File: src/rtl/elevator_pkg.sv
// elevator_pkg
// Shared definitions for the elevator car and its controller:
//   - floor encodings (FLOOR_0..FLOOR_2, FLOOR_MAX)
//   - travel direction constants (UP / DOWN)
//   - car FSM state encoding (car_state_e)
//   - floor_onehot(): floor number -> one-hot request mask
package elevator_pkg;

  localparam int NUM_FLOORS = 3;

  typedef logic [1:0] floor_t;

  localparam floor_t FLOOR_0   = 2'd0;
  localparam floor_t FLOOR_1   = 2'd1;
  localparam floor_t FLOOR_2   = 2'd2;
  localparam floor_t FLOOR_MAX = FLOOR_2;

  localparam logic UP   = 1'b1;
  localparam logic DOWN = 1'b0;

  typedef enum logic [1:0] {
    CAR_PARKED = 2'd0,
    CAR_TRAVEL = 2'd1,
    CAR_DOOR   = 2'd2
  } car_state_e;

  // Encoding 2'b11 is never a legal floor; it maps to an empty mask.
  function automatic logic [NUM_FLOORS-1:0] floor_onehot(input floor_t f);
    logic [NUM_FLOORS-1:0] m;
    m = '0;
    case (f)
      FLOOR_0: m = 3'b001;
      FLOOR_1: m = 3'b010;
      FLOOR_2: m = 3'b100;
      default: m = 3'b000;
    endcase
    return m;
  endfunction

endpackage

File: src/rtl/elevator_car_if.sv
// elevator_car_if
// Bundle between the elevator controller (master) and the car (slave).
//   Controller -> car : call_btn[2:0], move_cmd, direction, door_open
//   Car -> controller : floor_req[2:0], current_floor[1:0], moving,
//                       door_state, fault, car_state (FSM state for observation)
// Protocol: all controller signals are level-sampled on every rising clk edge;
// there is no handshake. The car decides what to honour from its own state
// (commands ignored in TRAVEL/DOOR, violations flagged on fault).
interface elevator_car_if;
  import elevator_pkg::*;

  logic [NUM_FLOORS-1:0] call_btn;
  logic                  move_cmd;
  logic                  direction;
  logic                  door_open;

  logic [NUM_FLOORS-1:0] floor_req;
  floor_t                current_floor;
  logic                  moving;
  logic                  door_state;
  logic                  fault;
  car_state_e            car_state;

  modport master (
    output call_btn, move_cmd, direction, door_open,
    input  floor_req, current_floor, moving, door_state, fault, car_state
  );

  modport slave (
    input  call_btn, move_cmd, direction, door_open,
    output floor_req, current_floor, moving, door_state, fault, car_state
  );

endinterface

File: src/rtl/elevator_req_latch.sv
// elevator_req_latch
// Per-floor sticky request latch.
//   clk, rst : clock, asynchronous active-high reset
//   set[2:0] : set request bit i
//   clr[2:0] : clear request bit i (wins over set in the same cycle)
//   req[2:0] : latched requests (registered)
module elevator_req_latch
  import elevator_pkg::*;
(
  input  logic                  clk,
  input  logic                  rst,
  input  logic [NUM_FLOORS-1:0] set,
  input  logic [NUM_FLOORS-1:0] clr,
  output logic [NUM_FLOORS-1:0] req
);

  logic [NUM_FLOORS-1:0] req_q;
  logic [NUM_FLOORS-1:0] req_d;

  // Clear is applied after set so a coincident press is dropped.
  always_comb begin
    req_d = (req_q | set) & ~clr;
  end

  always_ff @(posedge clk or posedge rst) begin
    if (rst) begin
      req_q <= '0;
    end else begin
      req_q <= req_d;
    end
  end

  assign req = req_q;

endmodule

File: src/rtl/elevator_car.sv
// elevator_car
// Three-floor elevator car: position tracking, travel/door timing, request
// latching and protocol-violation detection.
//   Parameters : TRAVEL_CYCLES (2..255) cycles per floor,
//                DOOR_CYCLES   (2..255) cycles of door dwell
//   clk, rst   : clock, asynchronous active-high reset
//   car        : elevator_car_if.slave (commands in, status out)
// All status outputs are decoded from registers only.
module elevator_car
  import elevator_pkg::*;
#(
  parameter int TRAVEL_CYCLES = 16,
  parameter int DOOR_CYCLES   = 8
) (
  input  logic           clk,
  input  logic           rst,
  elevator_car_if.slave  car
);

  localparam logic [7:0] TRAVEL_LOAD = 8'(TRAVEL_CYCLES - 1);
  localparam logic [7:0] DOOR_LOAD   = 8'(DOOR_CYCLES - 1);

  car_state_e            state_q, state_d;
  logic [7:0]            cnt_q, cnt_d;     // shared travel/door down-counter
  floor_t                floor_q, floor_d;
  logic                  dir_q, dir_d;     // direction latched at TRAVEL entry
  logic                  fault_q, fault_d;
  logic [NUM_FLOORS-1:0] req_clr;
  logic [NUM_FLOORS-1:0] req;
  logic                  move_legal;

  // Up is legal below the top floor, down is legal above the bottom floor.
  assign move_legal = (car.direction == UP)
                      ? (floor_q != FLOOR_MAX)
                      : (floor_q != FLOOR_0);

  always_comb begin
    state_d = state_q;
    cnt_d   = cnt_q;
    floor_d = floor_q;
    dir_d   = dir_q;
    fault_d = fault_q;
    req_clr = '0;

    case (state_q)
      CAR_PARKED: begin
        if (car.door_open) begin
          // door_open beats move_cmd; current floor request clears on entry
          state_d = CAR_DOOR;
          cnt_d   = DOOR_LOAD;
          req_clr = floor_onehot(floor_q);
        end else if (car.move_cmd) begin
          if (move_legal) begin
            state_d = CAR_TRAVEL;
            dir_d   = car.direction;
            cnt_d   = TRAVEL_LOAD;
          end else begin
            fault_d = 1'b1;
          end
        end
      end

      CAR_TRAVEL: begin
        // Direction and move_cmd are not looked at: the floor always completes.
        if (car.door_open) begin
          fault_d = 1'b1;
        end
        if (cnt_q == 8'd0) begin
          state_d = CAR_PARKED;
          floor_d = (dir_q == UP) ? floor_q + 2'd1 : floor_q - 2'd1;
        end else begin
          cnt_d = cnt_q - 8'd1;
        end
      end

      CAR_DOOR: begin
        // Holding the clear for the whole dwell drops presses at this floor.
        req_clr = floor_onehot(floor_q);
        if (cnt_q == 8'd0) begin
          state_d = CAR_PARKED;
        end else begin
          cnt_d = cnt_q - 8'd1;
        end
      end

      default: begin
        state_d = CAR_PARKED;
        cnt_d   = 8'd0;
      end
    endcase
  end

  always_ff @(posedge clk or posedge rst) begin
    if (rst) begin
      state_q <= CAR_PARKED;
      cnt_q   <= 8'd0;
      floor_q <= FLOOR_0;
      dir_q   <= DOWN;
      fault_q <= 1'b0;
    end else begin
      state_q <= state_d;
      cnt_q   <= cnt_d;
      floor_q <= floor_d;
      dir_q   <= dir_d;
      fault_q <= fault_d;
    end
  end

  elevator_req_latch u_req_latch (
    .clk (clk),
    .rst (rst),
    .set (car.call_btn),
    .clr (req_clr),
    .req (req)
  );

  assign car.floor_req     = req;
  assign car.current_floor = floor_q;
  assign car.moving        = (state_q == CAR_TRAVEL);
  assign car.door_state    = (state_q == CAR_DOOR);
  assign car.fault         = fault_q;
  assign car.car_state     = state_q;

endmodule
File: src/flat_wrapper.sv
// flat-port wrapper written by rule: the top's interface ports become plain ports
module elevator_car_flat import elevator_pkg::*;
#(
  parameter int TRAVEL_CYCLES = 16,
  parameter int DOOR_CYCLES   = 8
)
  (clk, rst, car_call_btn, car_move_cmd, car_direction, car_door_open, car_floor_req, car_current_floor, car_moving, car_door_state, car_fault, car_car_state);
  elevator_car_if car_i ();
  input  logic clk;
  input  logic rst;
  input wire logic [$bits(car_i.call_btn)-1:0] car_call_btn;
  input wire logic [$bits(car_i.move_cmd)-1:0] car_move_cmd;
  input wire logic [$bits(car_i.direction)-1:0] car_direction;
  input wire logic [$bits(car_i.door_open)-1:0] car_door_open;
  output wire logic [$bits(car_i.floor_req)-1:0] car_floor_req;
  output wire logic [$bits(car_i.current_floor)-1:0] car_current_floor;
  output wire logic [$bits(car_i.moving)-1:0] car_moving;
  output wire logic [$bits(car_i.door_state)-1:0] car_door_state;
  output wire logic [$bits(car_i.fault)-1:0] car_fault;
  output wire logic [$bits(car_i.car_state)-1:0] car_car_state;
  assign car_i.call_btn = car_call_btn;
  assign car_i.move_cmd = car_move_cmd;
  assign car_i.direction = car_direction;
  assign car_i.door_open = car_door_open;
  assign car_floor_req = car_i.floor_req;
  assign car_current_floor = car_i.current_floor;
  assign car_moving = car_i.moving;
  assign car_door_state = car_i.door_state;
  assign car_fault = car_i.fault;
  assign car_car_state = car_i.car_state;
  elevator_car #(.TRAVEL_CYCLES(TRAVEL_CYCLES), .DOOR_CYCLES(DOOR_CYCLES)) u_core (.clk(clk), .rst(rst), .car(car_i));
endmodule
File: config.mk
export PLATFORM = sky130hd
export DESIGN_NAME = elevator_car_flat
export DESIGN_NICKNAME = d
export VERILOG_FILES = /design/src/rtl/elevator_pkg.sv /design/src/rtl/elevator_car_if.sv /design/src/rtl/elevator_req_latch.sv /design/src/rtl/elevator_car.sv /design/src/flat_wrapper.sv
export SDC_FILE = /design/constraint.sdc
export NUM_CORES = 1
export LEC_CHECK = 0
export BUFFER_PORTS_ARGS = -buffer_cell sky130_fd_sc_hd__clkbuf_2
export CAP_MARGIN = 30
export CORE_MARGIN = 2
export CORE_UTILIZATION = 25
export DETAILED_ROUTE_END_ITERATION = 10
export GPL_TIMING_DRIVEN = 0
export PLACE_DENSITY = 0.4
export SETUP_SLACK_MARGIN = 0.4
export SKIP_CTS_REPAIR_TIMING = 1
export SLEW_MARGIN = 15
export SYNTH_ARGS = -nofsm -noshare
export SYNTH_HDL_FRONTEND = slang
export SYNTH_SLANG_ARGS = --single-unit
File: constraint.sdc
create_clock -name clk -period 1.6 [get_ports clk]
set_input_delay 0.08 -clock clk [delete_from_list [all_inputs] [get_ports clk]]
set_output_delay 0.08 -clock clk [all_outputs]
set_load 0.005 [all_outputs]
==> metrics <==
die area between 4000 and 5000 um2; Port Buf Inserts 17; post-synthesis sequential area ratio approximately 40%; worst endpoint required time between 1500 and 2000 ps; fin crit share 108%; via count 912; Routed met1 length 1.33 mm; clk_lat worst skew around 250 ps; max-slew violation count 0; crit-path max FO 4; min Tclk post-route roughly 1700 ps; Clk pin slew, worst setup/hold paths 80 ps; ant diodes 0; CTS tree built; Ys Warns 0; post-DR vias/cell ~4.6; synth unique cells 34; Initial Utilization between 20% and 30%; Final Hold Viols 17; syn nets approximately 130; Power Dens Cells just under 500 nW/um2; P_leak between 0.0007 and 0.0008 uW; initial antenna violation count 0; final setup fails 7; placer congestion estimate a little under 0.8; clk_skew between 5 and 6 ps; Pre-antenna DRT Iters 4; R2R Setup Slk -130 ps; total CTS buffers 3; clock buffer depth 2; Row Count 23; Top Ports 18; top cells by area, synth dfrtp_1 (40%), ha_1 (13%), a21oi_1 (4.7%); DR WL met3 approximately 60 um; kind of start point of the critical path flip-flop; CP Data Arrival Time 1880 ps; GRT Total Usage 10.4%; Max IR drop VDD 0.000247 V; hold slack -89.8 ps; synthesized instance count between 100 and 150; Core Footprint ~4100 um2; syn avg cell area around 10 um2; pre-CTS setup slack -162 ps; DR WL met2 approximately 1.2 mm; first-pass GRT wire length 4.04 mm; clk sink count 17; # DRC 0; unrepaired setup endpoints after global routing yes; status finished with violations; hold crit path type in -> async; max cap viols 0; setup ws final -134 ps; antenna viol nets, final 0; Cell Area, Synth ~1100 um2; H-Tree Depth 1; synthesized flop and latch total 17; root buffer cell clkbuf_8; max_slew headroom 53.1%; Layout Nets 170; post-synth top area share between 30 and 40%; worst slew pin tran 703 ps; Max Freq just under 600 MHz; share of layout cells above drive strength 1 58.0%; DR WL/cell ~13 um; CP endpoint kind flip-flop; Chip Width about 69 um; pin count of the biggest net entering global routing 18; Power, Total ~800 uW; HPWL Detailed 1.77 mm; GRT overflow 0; Area growth syn-to-layout 54.9%; initial drt markers 12; violated checks hold timing, setup timing; dominant cell type by area after synthesis dfrtp_1; Setup CP Type reg -> reg; total wire length approximately 2.6 mm; top sig layer met4; Die Height around 69 um; vias in the first global route around 800
==> stage by stage <==
step | instances | util, % | instance area [um2] | TNS (ps)
after floorplan | 108 | - | 1130 | -130
after global placement | 175 | 31.6 | 1280 | -714
after detailed placement | 175 | 31.6 | 1280 | -785
after CTS | 179 | 32.7 | 1330 | -913
after global routing | 200 | 40.9 | 1660 | -1360
final | 200 | 40.9 | 1660 | -604
==> cell type report <==
class,instances,area (um2)
buffer,1,15.0
clock buffer,4,45.0
fill,423,2400
inverter,10,45.0
multi-input combinational,80,803
sequential,17,430
tap,50,62.6
timing repair buffer,38,258
==> synth_stat cells, drive strengths merged <==
cell type / n
mux2i: 2
a31oi: 1
nor4b: 1
dfrtp: 17
xnor2: 1
a21oi: 11
mux2: 3
a21o: 3
nand3: 2
nand4: 1
o31ai: 2
nor3: 2
nand2: 5
a21boi: 2
nor4: 2
xor2: 1
nor2: 11
nand2b: 2
or3: 2
inv: 10
buf: 1
o41ai: 1
ha: 11
o21ai: 11
or4: 1
nor2b: 1
or3b: 1
==> report_power, final <==
group              switching [uW]  internal, uW  leakage (uW)
logic                        22.3          16.9      0.000503
clock network                 161           177     0.0000228
registers      0.0000000000000520           429      0.000190
total                         183           623      0.000715
==> cell usage in the layout, fill, tap and decap left out, drive strengths merged, types with 3 or more instances in the layout <==
cell type	instances
a21oi	11
clkbuf	21
dfrtp	17
mux2	3
nand2	5
nor2	11
o21ai	11
inv	10
ha	11
a21o	3
buf	22
==> worst paths after layout <==
check / from / cells past startpoint / to
min in group clk: car_call_btn[2] / 3 / u_core.u_req_latch.req[2]$_DFF_PP0_
hold reg to reg: u_core.car.fault$_DFFE_PP0P_ / 1 / u_core.car.fault$_DFFE_PP0P_
hold / removal: rst / 2 / u_core.car.car_state[1]$_DFFE_PP0P_
setup / recovery: u_core.cnt_q[6]$_DFFE_PP0P_ / 4 / u_core.cnt_q[1]$_DFFE_PP0P_
max in group asynchronous: rst / 2 / u_core.car.current_floor[0]$_DFFE_PP0P_
setup reg to reg: u_core.cnt_q[6]$_DFFE_PP0P_ / 4 / u_core.cnt_q[1]$_DFFE_PP0P_
==> sequential cells by signal, summed over array words and instances, names as in the netlist <==
register and count:
u_core.u_req_latch.req 3, u_core.car.current_floor 2, u_core.cnt_q 8, u_core.car.fault 1, u_core.car.car_state 2, u_core.dir_q 1
==> worst max-delay path, cell delays in order (launching register included) <==
cell and delay [ps]:
dfrtp_1 440, or4_4 600, nor2_4 130, a21o_4 160, mux2_4 300
==> routing by layer <==
layer / track usage (%) / up-vias
li1: - / 463
met3: 2.03 / 2
met2: 15.3 / 10
met5: 0 / -
met4: 3.92 / 0
met1: 14.9 / 437
==> kinds of logic after synthesis <==
group,Yosys count,share of synthesized area [%]
muxes,5,6.89
AOI/OAI and AO/OA,31,18.7
buffers and inverters,11,4.21
and+or+nand+nor,31,16.0
DFF,17,39.7
adders and majority gates,11,12.9
xor gates and xnor gates,2,1.64
(Power assumes the default switching activity.)
